## src/rtl/rggen_rtl_pkg.sv

```systemverilog
// Shared definitions for the rggen bus bridges: response status codes and
// the APB bridge FSM state encoding.
package rggen_rtl_pkg;

   localparam logic [1:0] OKAY         = 2'b00;
   localparam logic [1:0] EXOKAY       = 2'b01;
   localparam logic [1:0] SLAVE_ERROR  = 2'b10;
   localparam logic [1:0] DECODE_ERROR = 2'b11;

   typedef enum logic [1:0] {
      ST_IDLE,
      ST_SETUP,
      ST_ACCESS,
      ST_RESPONSE
   } rggen_apb_bridge_state_e;

endpackage

```

## src/rtl/rggen_apb_bridge.sv

```systemverilog
// External register bus to APB4 master bridge. One request becomes one
// SETUP/ACCESS transfer followed by a single-cycle registered response.
// Every output is either a register or a decode of the state register, so
// there is no combinational path from any input to any output.
module rggen_apb_bridge #(
   parameter int DATA_WIDTH    = 32,
   parameter int ADDRESS_WIDTH = 8
) (
   input  logic                      clk,
   input  logic                      rst_n,
   input  logic                      i_valid,
   input  logic                      i_write,
   input  logic                      i_read,
   input  logic [ADDRESS_WIDTH-1:0]  i_address,
   input  logic [DATA_WIDTH/8-1:0]   i_strobe,
   input  logic [DATA_WIDTH-1:0]     i_write_data,
   output logic                      o_ready,
   output logic [DATA_WIDTH-1:0]     o_read_data,
   output logic [1:0]                o_status,
   output logic                      o_psel,
   output logic                      o_penable,
   output logic                      o_pwrite,
   output logic [ADDRESS_WIDTH-1:0]  o_paddr,
   output logic [2:0]                o_pprot,
   output logic [DATA_WIDTH/8-1:0]   o_pstrb,
   output logic [DATA_WIDTH-1:0]     o_pwdata,
   input  logic                      i_pready,
   input  logic                      i_pslverr,
   input  logic [DATA_WIDTH-1:0]     i_prdata
);

   import rggen_rtl_pkg::*;

   localparam int SW = DATA_WIDTH / 8;

   rggen_apb_bridge_state_e r_state;
   rggen_apb_bridge_state_e w_next;

   logic                     r_write;
   logic [ADDRESS_WIDTH-1:0] r_addr;
   logic [SW-1:0]            r_strb;
   logic [DATA_WIDTH-1:0]    r_wdata;
   logic [DATA_WIDTH-1:0]    r_rdata;
   logic [1:0]               r_status;

   logic w_busy;
   logic w_busy_wr;
   logic w_unused;

   // A read is simply a request with i_write low; i_read carries no extra info.
   assign w_unused = i_read;

   // State register; reset drops the APB bus immediately.
   always_ff @(posedge clk or negedge rst_n) begin
      if (!rst_n) r_state <= ST_IDLE;
      else        r_state <= w_next;
   end

   // Next-state: valid is only looked at in IDLE, pready only in ACCESS.
   always_comb begin
      w_next = r_state;
      case (r_state)
         ST_IDLE:     if (i_valid)  w_next = ST_SETUP;
         ST_SETUP:                  w_next = ST_ACCESS;
         ST_ACCESS:   if (i_pready) w_next = ST_RESPONSE;
         ST_RESPONSE:               w_next = ST_IDLE;
         default:                   w_next = ST_IDLE;
      endcase
   end

   // Capture the exporter's request on acceptance; held for the whole transfer.
   always_ff @(posedge clk or negedge rst_n) begin
      if (!rst_n) begin
         r_write <= 1'b0;
         r_addr  <= '0;
         r_strb  <= '0;
         r_wdata <= '0;
      end else if (r_state == ST_IDLE && i_valid) begin
         r_write <= i_write;
         r_addr  <= i_address;
         r_strb  <= i_strobe;
         r_wdata <= i_write_data;
      end
   end

   // Capture the slave's completion; write responses carry no data.
   always_ff @(posedge clk or negedge rst_n) begin
      if (!rst_n) begin
         r_rdata  <= '0;
         r_status <= OKAY;
      end else if (r_state == ST_ACCESS && i_pready) begin
         r_rdata  <= r_write ? '0 : i_prdata;
         r_status <= i_pslverr ? SLAVE_ERROR : OKAY;
      end
   end

   assign w_busy    = (r_state == ST_SETUP) || (r_state == ST_ACCESS);
   assign w_busy_wr = w_busy && r_write;

   // APB side: payload is forced to zero outside SETUP/ACCESS, and strobes
   // and write data are zero for reads.
   assign o_psel    = w_busy;
   assign o_penable = (r_state == ST_ACCESS);
   assign o_pwrite  = w_busy_wr;
   assign o_paddr   = w_busy    ? r_addr  : '0;
   assign o_pstrb   = w_busy_wr ? r_strb  : '0;
   assign o_pwdata  = w_busy_wr ? r_wdata : '0;
   assign o_pprot   = 3'b000;

   // Response side: only non-zero during the one RESPONSE cycle.
   assign o_ready     = (r_state == ST_RESPONSE);
   assign o_read_data = o_ready ? r_rdata  : '0;
   assign o_status    = o_ready ? r_status : 2'b00;

endmodule

```

## config.mk

```make
export PLATFORM = sky130hd
export DESIGN_NAME = rggen_apb_bridge
export DESIGN_NICKNAME = d
export VERILOG_FILES = /design/src/rtl/rggen_rtl_pkg.sv /design/src/rtl/rggen_apb_bridge.sv
export SDC_FILE = /design/constraint.sdc
export NUM_CORES = 1
export LEC_CHECK = 0
export ABC_AREA = 1
export CAP_MARGIN = 15
export CORE_MARGIN = 10
export CORE_UTILIZATION = 30
export CTS_CLUSTER_DIAMETER = 150
export DETAILED_ROUTE_END_ITERATION = 7
export HOLD_SLACK_MARGIN = 0.05
export SYNTH_ARGS = -nofsm -noshare
export SYNTH_HDL_FRONTEND = slang
export SYNTH_SLANG_ARGS = --single-unit
```

## constraint.sdc

```tcl
create_clock -name clk -period 2 [get_ports clk]
set_input_delay 0.4 -clock clk [delete_from_list [all_inputs] [get_ports clk]]
set_output_delay 0.4 -clock clk [all_outputs]
set_load 0.01 [all_outputs]
```

### Word-level counts from Yosys, hierarchy flattened

Cells that the tools add are included.

| cells by class | value |
|---|---|
| multipliers | 0 |
| bitwise gates (word level) | 0 |
| $add $sub $neg | 0 |
| shifts and indexed selects | 0 |
| mux-type cells | 10 |
| reduce and logical (&&, ||, !) cells | 6 |
| eq/ne operators | 5 |
| divide/modulo/power cells | 0 |
| $lt $le $gt $ge | 0 |

Operators by type and width:

| kind | count |
|---|---|
| $mux W32 | 3 |
| $mux W2 | 4 |
| $mux W8 | 1 |
| $pmux W2 S4 | 1 |
| $eq A2 B2 Y1 const B | 2 |
| $mux W4 | 1 |
| $logic_and A1 B1 Y1 | 3 |
| $eq A2 B1 Y1 const B | 1 |
| $logic_not A2 Y1 | 1 |
| $ne A2 B1 Y1 const B | 1 |
| $ne A2 B2 Y1 const B | 1 |
| $reduce_and A2 Y1 | 1 |
| $logic_or A1 B1 Y1 | 1 |

| word-level totals | value |
|---|---|
| memories | 0 |
| bits in latches | 0 |
| input port bits | 83 |
| memory bits (read-only) | 0 |
| bits in writable memories | 0 |
| word-level logic and storage cells | 28 |
| register bits | 81 |

### Depth between registers and ports, before layout

Gate-level depths: netlist (run 1).

| logic depth | value |
|---|---|
| word-level depth | 4 |
| depth in mapped cells | 7 |

### Least setup slack after synthesis (run 1)

Ideal clock, no wire load.

| timing | value |
|---|---|
| path type | register -> output |
| from | register r_state[1] |
| to | output o_pwdata[22] |
| buffers on the path | 2 |
| stages on the path, launching flop included | 7 |
| arrival time | 1362 ps |
| slack | 238 ps |
| cell sequence | dfrtp_1 inv_1 ha_1 buf_4 nand2_4 buf_2 nor2_1 |

| between the ends | value |
|---|---|
| longest elaborated chain between the ends | 4 |

RTL lines:

| item | line | source |
|---|---|---|
| start: declaration | rggen_apb_bridge.sv:36 | `rggen_apb_bridge_state_e r_state;` |
| start signal: assignment | rggen_apb_bridge.sv:56 | `else r_state <= w_next;` |
| $eq A2 B1 Y1 or $eq A2 B2 Y1 (tied branches) | rggen_apb_bridge.sv:97 | `assign w_busy = (r_state == ST_SETUP) \|\| (r_state == ST_ACCESS);` |
| $logic_or A1 B1 Y1 (*) | rggen_apb_bridge.sv:97 |  |
| net o_psel | rggen_apb_bridge.sv:20 | `output logic o_psel,` |
| $logic_and A1 B1 Y1 (*) | rggen_apb_bridge.sv:98 | `assign w_busy_wr = w_busy && r_write;` |
| $mux W32 (*) | rggen_apb_bridge.sv:107 | `assign o_pwdata = w_busy_wr ? r_wdata : '0;` |
| end: declaration | rggen_apb_bridge.sv:26 | `output logic [DATA_WIDTH-1:0] o_pwdata,` |

The timed path passes the listed nets; every way through them passes the cells marked *.

### Worst setup path in the final report (run 1)

| timing | value |
|---|---|
| from | register r_state[1] |
| to | output o_pwdata[18] |

| between the ends | value |
|---|---|
| longest elaborated chain between the ends | 4 |

RTL lines:

| item | line |
|---|---|
| $eq A2 B1 Y1 or $eq A2 B2 Y1 (tied branches) | rggen_apb_bridge.sv:97 |
| $logic_or A1 B1 Y1 (*) | rggen_apb_bridge.sv:97 |
| $logic_and A1 B1 Y1 (*) | rggen_apb_bridge.sv:98 |
| $mux W32 (*) | rggen_apb_bridge.sv:107 |

Every way passes the cells marked *; elsewhere a longest branch is shown, timed or not.

==> results of run 1 <==
-- synthesized netlist by cell type, types with 3 or more instances --
master   count  area (um2)
buf_4        5        37.5
a21oi_1     36         180
buf_2       10        50.1
nand2_1    132         495
dfrtp_1     80        2000
inv_1       84         315
ha_1         5        62.6
buf_6       16         180
o21ai_1     12        60.1
nor2_1      73         274
nand3_1     11        55.1
o21ai_0      3        15.0
o21ai_2     17         149
-- how the worst min path moves through the flow --
stage / slack (ps) / start / to / cells past startpoint
6_report: 40 / rst_n / r_wdata[8] / 1
5_1_grt: 80 / rst_n / r_wdata[2] / 1
4_1_cts: 60 / rst_n / r_rdata[5] / 1
3_5_place_dp: 420 / rst_n / r_rdata[5] / 1
3_3_place_gp: 420 / rst_n / r_rdata[5] / 1
2_1_floorplan: 100 / rst_n / r_addr[0] / 0
-- per-stage QoR --
stage	hold WS, ps	cells	util	power (uW)	worst slack, ps
floorplan	104	493	-	5370	238
global placement	415	807	0.444	7600	-138
detailed placement	420	807	0.444	7680	-174
CTS	56.8	837	0.481	10500	-117
global route	81.1	839	0.493	11700	-118
finish	35.1	839	0.493	10800	-45.8
-- what timing repair did --
action	4_1_cts	5_1_grt
cloned	8	0
pin swaps	21	17
setup buffers	7	3
resized for setup	336	83
setup endpoints to repair	81	66
-- report_power, final --
group	internal [uW]	switching (uW)	leakage, uW	total, uW
clock	1150	642	0.000159	1800
combinational	2790	3440	0.00221	6230
sequential	2390	413	0.000962	2800
-- logic make-up after synthesis --
group | share of synthesized area
flip-flops | 0.510
other | 0.000955
adder cells (fa/ha/maj) | 0.0159
AO/OA/AOI/OAI | 0.105
AND/OR/NAND/NOR | 0.218
buffers and inverters | 0.150
-- final cells by class --
class                   count  area (um2)  area share
clock buffers              12         256      0.0409
clock inverters             3        65.1      0.0104
inverters                  85         319      0.0509
multi-input cells         303        1710       0.273
flip-flops and latches     80        2010       0.320
well taps                 172         215      0.0343
repair buffers            184        1700       0.271
-- registers in the layout (all words and copies together), names as in the netlist --
name	cells
r_status	1
r_wdata	32
r_write	1
r_state	2
r_addr	8
r_rdata	32
r_strb	4
-- layer usage --
layer,share of wire,track usage
met1,0.43,0.161
met2,0.47,0.219
met3,0.089,0.0530
met4,0.012,0.0453
met5,0,0
-- critical path: stages, from the launching register on --
cell	delay, ps
dfrtp_1	360
inv_2	60
ha_4	300
buf_12	150
nand2_8	90
buf_6	150
nor2_2	60
buf_2	140
==> results.py, run 1 <==
metrics = {
    "logic_synthesis": {
        "syn_inst": 490,
        "ys_ff_latch": 80,
        "async_reset_ff_frac": 1.00,
        "seq_area_frac_synth": 0.510,
        "synth_ff_type": "dfrtp_1",
        "netlist_area_um2": 3930,
        "synth-edff-count": 0,
        "yosysUniqueCellTypes": 19,
        "ys.warnings.count": 0,
        "avgSynthCellArea_um2": 8.02,
    },
    "timing": {
        "hold_viol_final": 0,
        "clock.fmax_mhz": 489,
        "fin_skew_ps": 6.67,
        "fin_ws_ps": -45.8,
        "setup_violations": 18,
        "rsz0062_at_grt": "yes",
        "setup_tns_ps": -560,
        "slew_headroom": 0.605,
        "worstMarginPinSlew_ps": 592,
        "slew_violations": 0,
        "min_period_over_period": 1.02,
        "min_period_ps": 2050,
    },
    "cells_and_area": {
        "finalInstanceArea_um2": 6270,
        "fin_nets": 751,
        "layout-drive-gt1-share": 0.286,
        "n_fill_cell": 1292,
        "syn_to_final_growth_pct": 59.7,
        "antenna_cells": 0,
        "layout.cells.most_common": "nand2_1",
        "layout_common_cells": "nand2_1, clkdlybuf4s50_1, inv_1, dfrtp_1, nor2_1",
    },
    "floorplan": {
        "die_x_um": 134,
        "core_area_um2": 12700,
        "die_area_um2": 18100,
        "die_h_um": 134,
        "core.rowCount": 41,
        "initial_core_util": 0.309,
        "boundaryPins": 168,
    },
    "cts": {
        "postCtsHoldBufs": 0,
        "cts.sinks": 80,
        "numCtsBuffers": 9,
        "root_buffer": "clkbuf_16",
        "clkTransAtPathRegs_ps": 60,
        "htree_levels": 3,
        "cts_tree": "done",
        "clkLatencyLatePin_ps": 340,
        "clockBufferDepth": 2,
    },
    "detailed_routing": {
        "ant_nets": 0,
        "drtPass1Iterations": 4,
        "drt-initial-drc-count": 177,
        "vias": 3622,
        "post_drt_wl_per_cell_um": 14.7,
        "drt_wl_total_um": 12300,
        "vias_per_cell": 4.32,
        "drc": 0,
    },
    "worst_setup_path": {
        "rrSetupSlack_ps": 270,
        "crit_start": "r_state[1]",
        "r2r_cells": 7,
        "r2r_end": "r_rdata[1]",
        "cp-end-kind": "output port",
        "crit_path_end": "o_pwdata[18]",
        "critPathKind": "reg2out",
        "start_kind": "flip-flop",
        "r2r-start": "r_state[1]",
        "cp.required_ps": 1600,
        "cp_max_fo": 5,
        "crit_arrival_ps": 1650,
    },
    "power_and_ir_drop": {
        "p_per_area_nw_per_um2": 1730,
        "p_leak_uw": 0.00333,
        "peakVddDrop_mv": 0.814,
    },
    "outcome": {
        "violations": "negative setup slack",
        "status": "finished with violations",
    },
    "place": {
        "post-dp-hpwl_um": 8110,
        "place_area_um2": 5640,
        "numPortBuffers": 162,
        "gp_congestion": 0.768,
    },
    "global_routing": {
        "antenna_found_initial": 0,
        "grt_pass1_wl_um": 19600,
        "grt_pass1_vias": 3680,
        "grt_overflow": 0,
        "grt.total_usage": 0.136,
        "grt_max_degree": 83,
    },
    "hold_path": {
        "min_path_type": "in2async",
    },
    "run": {
        "max_cap_viol_count": 0,
    },
}
(Power assumes the default switching activity.)
==> inputs of run 2 (changes only) <==
DONT_BUFFER_PORTS = 1   (was default)
==> results.py, run 2 (synthesis gave the netlist of run 1 again) <==
metrics = {
    "global_routing": {
        "use_met3": 0.0583,
        "grt.busiest_layer": "met2",
        "grt_max_degree": 83,
        "gr-usage-met1": 0.127,
        "grt_pass1_wl_um": 15500,
        "antenna_found_initial": 0,
        "grt_use_met2": 0.164,
        "grt_pass1_vias": 2983,
        "grt.total_usage": 0.109,
        "grt_overflow": 0,
    },
    "worst_setup_path": {
        "cp.required_ps": 1600,
        "r2r_cells": 3,
        "r2r_end": "r_rdata[31]",
        "crit_start": "r_state[0]",
        "cp-end-kind": "output port",
        "start_kind": "flip-flop",
        "rrSetupSlack_ps": 490,
        "cp_max_fo": 10,
        "crit_arrival_ps": 1540,
        "r2r-start": "r_write",
        "critPathKind": "reg2out",
    },
    "cts": {
        "cts_tree": "done",
        "root_buffer": "clkbuf_16",
        "htree_levels": 3,
        "cts.sinks": 80,
        "clkLatencyLatePin_ps": 340,
        "clockBufferDepth": 2,
        "clkTransAtPathRegs_ps": 60,
        "numCtsBuffers": 9,
    },
    "cells_and_area": {
        "n_fill_cell": 1362,
        "layout.cells.most_common": "nand2_1",
        "layout-drive-gt1-share": 0.160,
        "layout_common_cells": "nand2_1, inv_1, dfrtp_1",
        "fin_nets": 570,
        "syn_to_final_growth_pct": 13.1,
        "antenna_cells": 0,
        "reg.largest.list": "r_rdata: 32 flops, r_wdata: 32 flops, r_addr: 8 flops",
    },
    "place": {
        "gp_congestion": 0.758,
        "place_ws_ps": 228,
        "post-dp-hpwl_um": 6880,
        "numPortBuffers": 0,
    },
    "timing": {
        "rsz0062_at_grt": "yes",
        "min_period_over_period": 0.971,
        "slew_headroom": 0.610,
        "setup_tns_ps": 0,
        "min_period_ps": 1940,
        "worstMarginPinSlew_ps": 585,
        "hold_viol_final": 80,
        "hold_slack_ps": -244,
        "fin_skew_ps": 7.60,
        "clock.fmax_mhz": 515,
        "fin_ws_ps": 58.0,
        "setup_violations": 0,
        "slew_violations": 0,
    },
    "outcome": {
        "status": "finished with violations",
        "violations": "negative hold slack",
    },
    "floorplan": {
        "die_area_um2": 18100,
        "initial_core_util": 0.309,
        "core.rowCount": 41,
        "core_area_um2": 12700,
        "die_h_um": 134,
        "die_x_um": 134,
        "boundaryPins": 168,
    },
    "detailed_routing": {
        "vias": 2940,
        "drc": 0,
        "ant_nets": 0,
        "drt_wl_total_um": 9910,
        "post_drt_wl_per_cell_um": 15.0,
        "vias_per_cell": 4.46,
        "drt-initial-drc-count": 150,
        "drtPass1Iterations": 6,
    },
    "power_and_ir_drop": {
        "p_leak_uw": 0.00245,
        "power_uw": 8210,
        "p_per_area_nw_per_um2": 1850,
        "peakVddDrop_mv": 0.835,
    },
    "run": {
        "max_cap_viol_count": 0,
    },
    "hold_path": {
        "min_path_type": "in2async",
    },
}
[run 2: cell type report]
| cell class | instances | area [um2] | share of cell area |
|---|---|---|---|
| flip-flops and latches | 80 | 2000 | 0.451 |
| clock inverters | 6 | 108 | 0.0242 |
| clock buffers | 10 | 229 | 0.0516 |
| multi-input cells | 298 | 1480 | 0.333 |
| repair buffers | 8 | 88.8 | 0.0200 |
| inverters | 85 | 319 | 0.0719 |
| well taps | 172 | 215 | 0.0485 |
[run 2: how the worst max path moves through the flow]
stage	end	slack (ps)	cells after the start
floorplan	o_pwdata[22]	240	6
global placement	o_pwdata[16]	280	5
detailed placement	o_pwdata[17]	230	5
CTS	o_pwdata[17]	30	5
global route	o_pwdata[28]	-30	4
finish	o_pwdata[16]	60	5
[run 2: per-layer routing]
metal / vias up / part of all wire
met2: 122 / 0.46
met4: 0 / 0.017
met5: - / 0
met3: 11 / 0.11
li1: 1438 / -
met1: 1369 / 0.42
[run 2: worst max-delay path, cell delays in order, from the launching register on]
cell and delay, ps:
dfrtp_1 360, inv_2 70, ha_4 380, nand2_8 120
nor2_1 140, buf_4 130
[run 2: through the flow]
stage          instance area (um2)  utilization  cells
4_1_cts                       4430        0.348    659
3_5_place_dp                  3960        0.311    639
3_3_place_gp                  3960        0.311    639
2_1_floorplan                 3940            -    493
6_report                      4440        0.349    659
5_1_grt                       4440        0.349    659
[run 2: what timing repair did]
action	4_1_cts	5_1_grt
gates cloned	2	0
gates resized for setup	32	4
endpoints found under the setup margin	38	30
endpoints found under the hold margin	80	80
buffers inserted	2	0
pin swaps	2	1
[run 2: where the power goes]
group	leakage [uW]	total (uW)	internal [uW]	switching [uW]
Clock	0.000162	1850	1210	640
Combinational	0.00132	3630	1080	2550
Sequential	0.000963	2720	2380	340
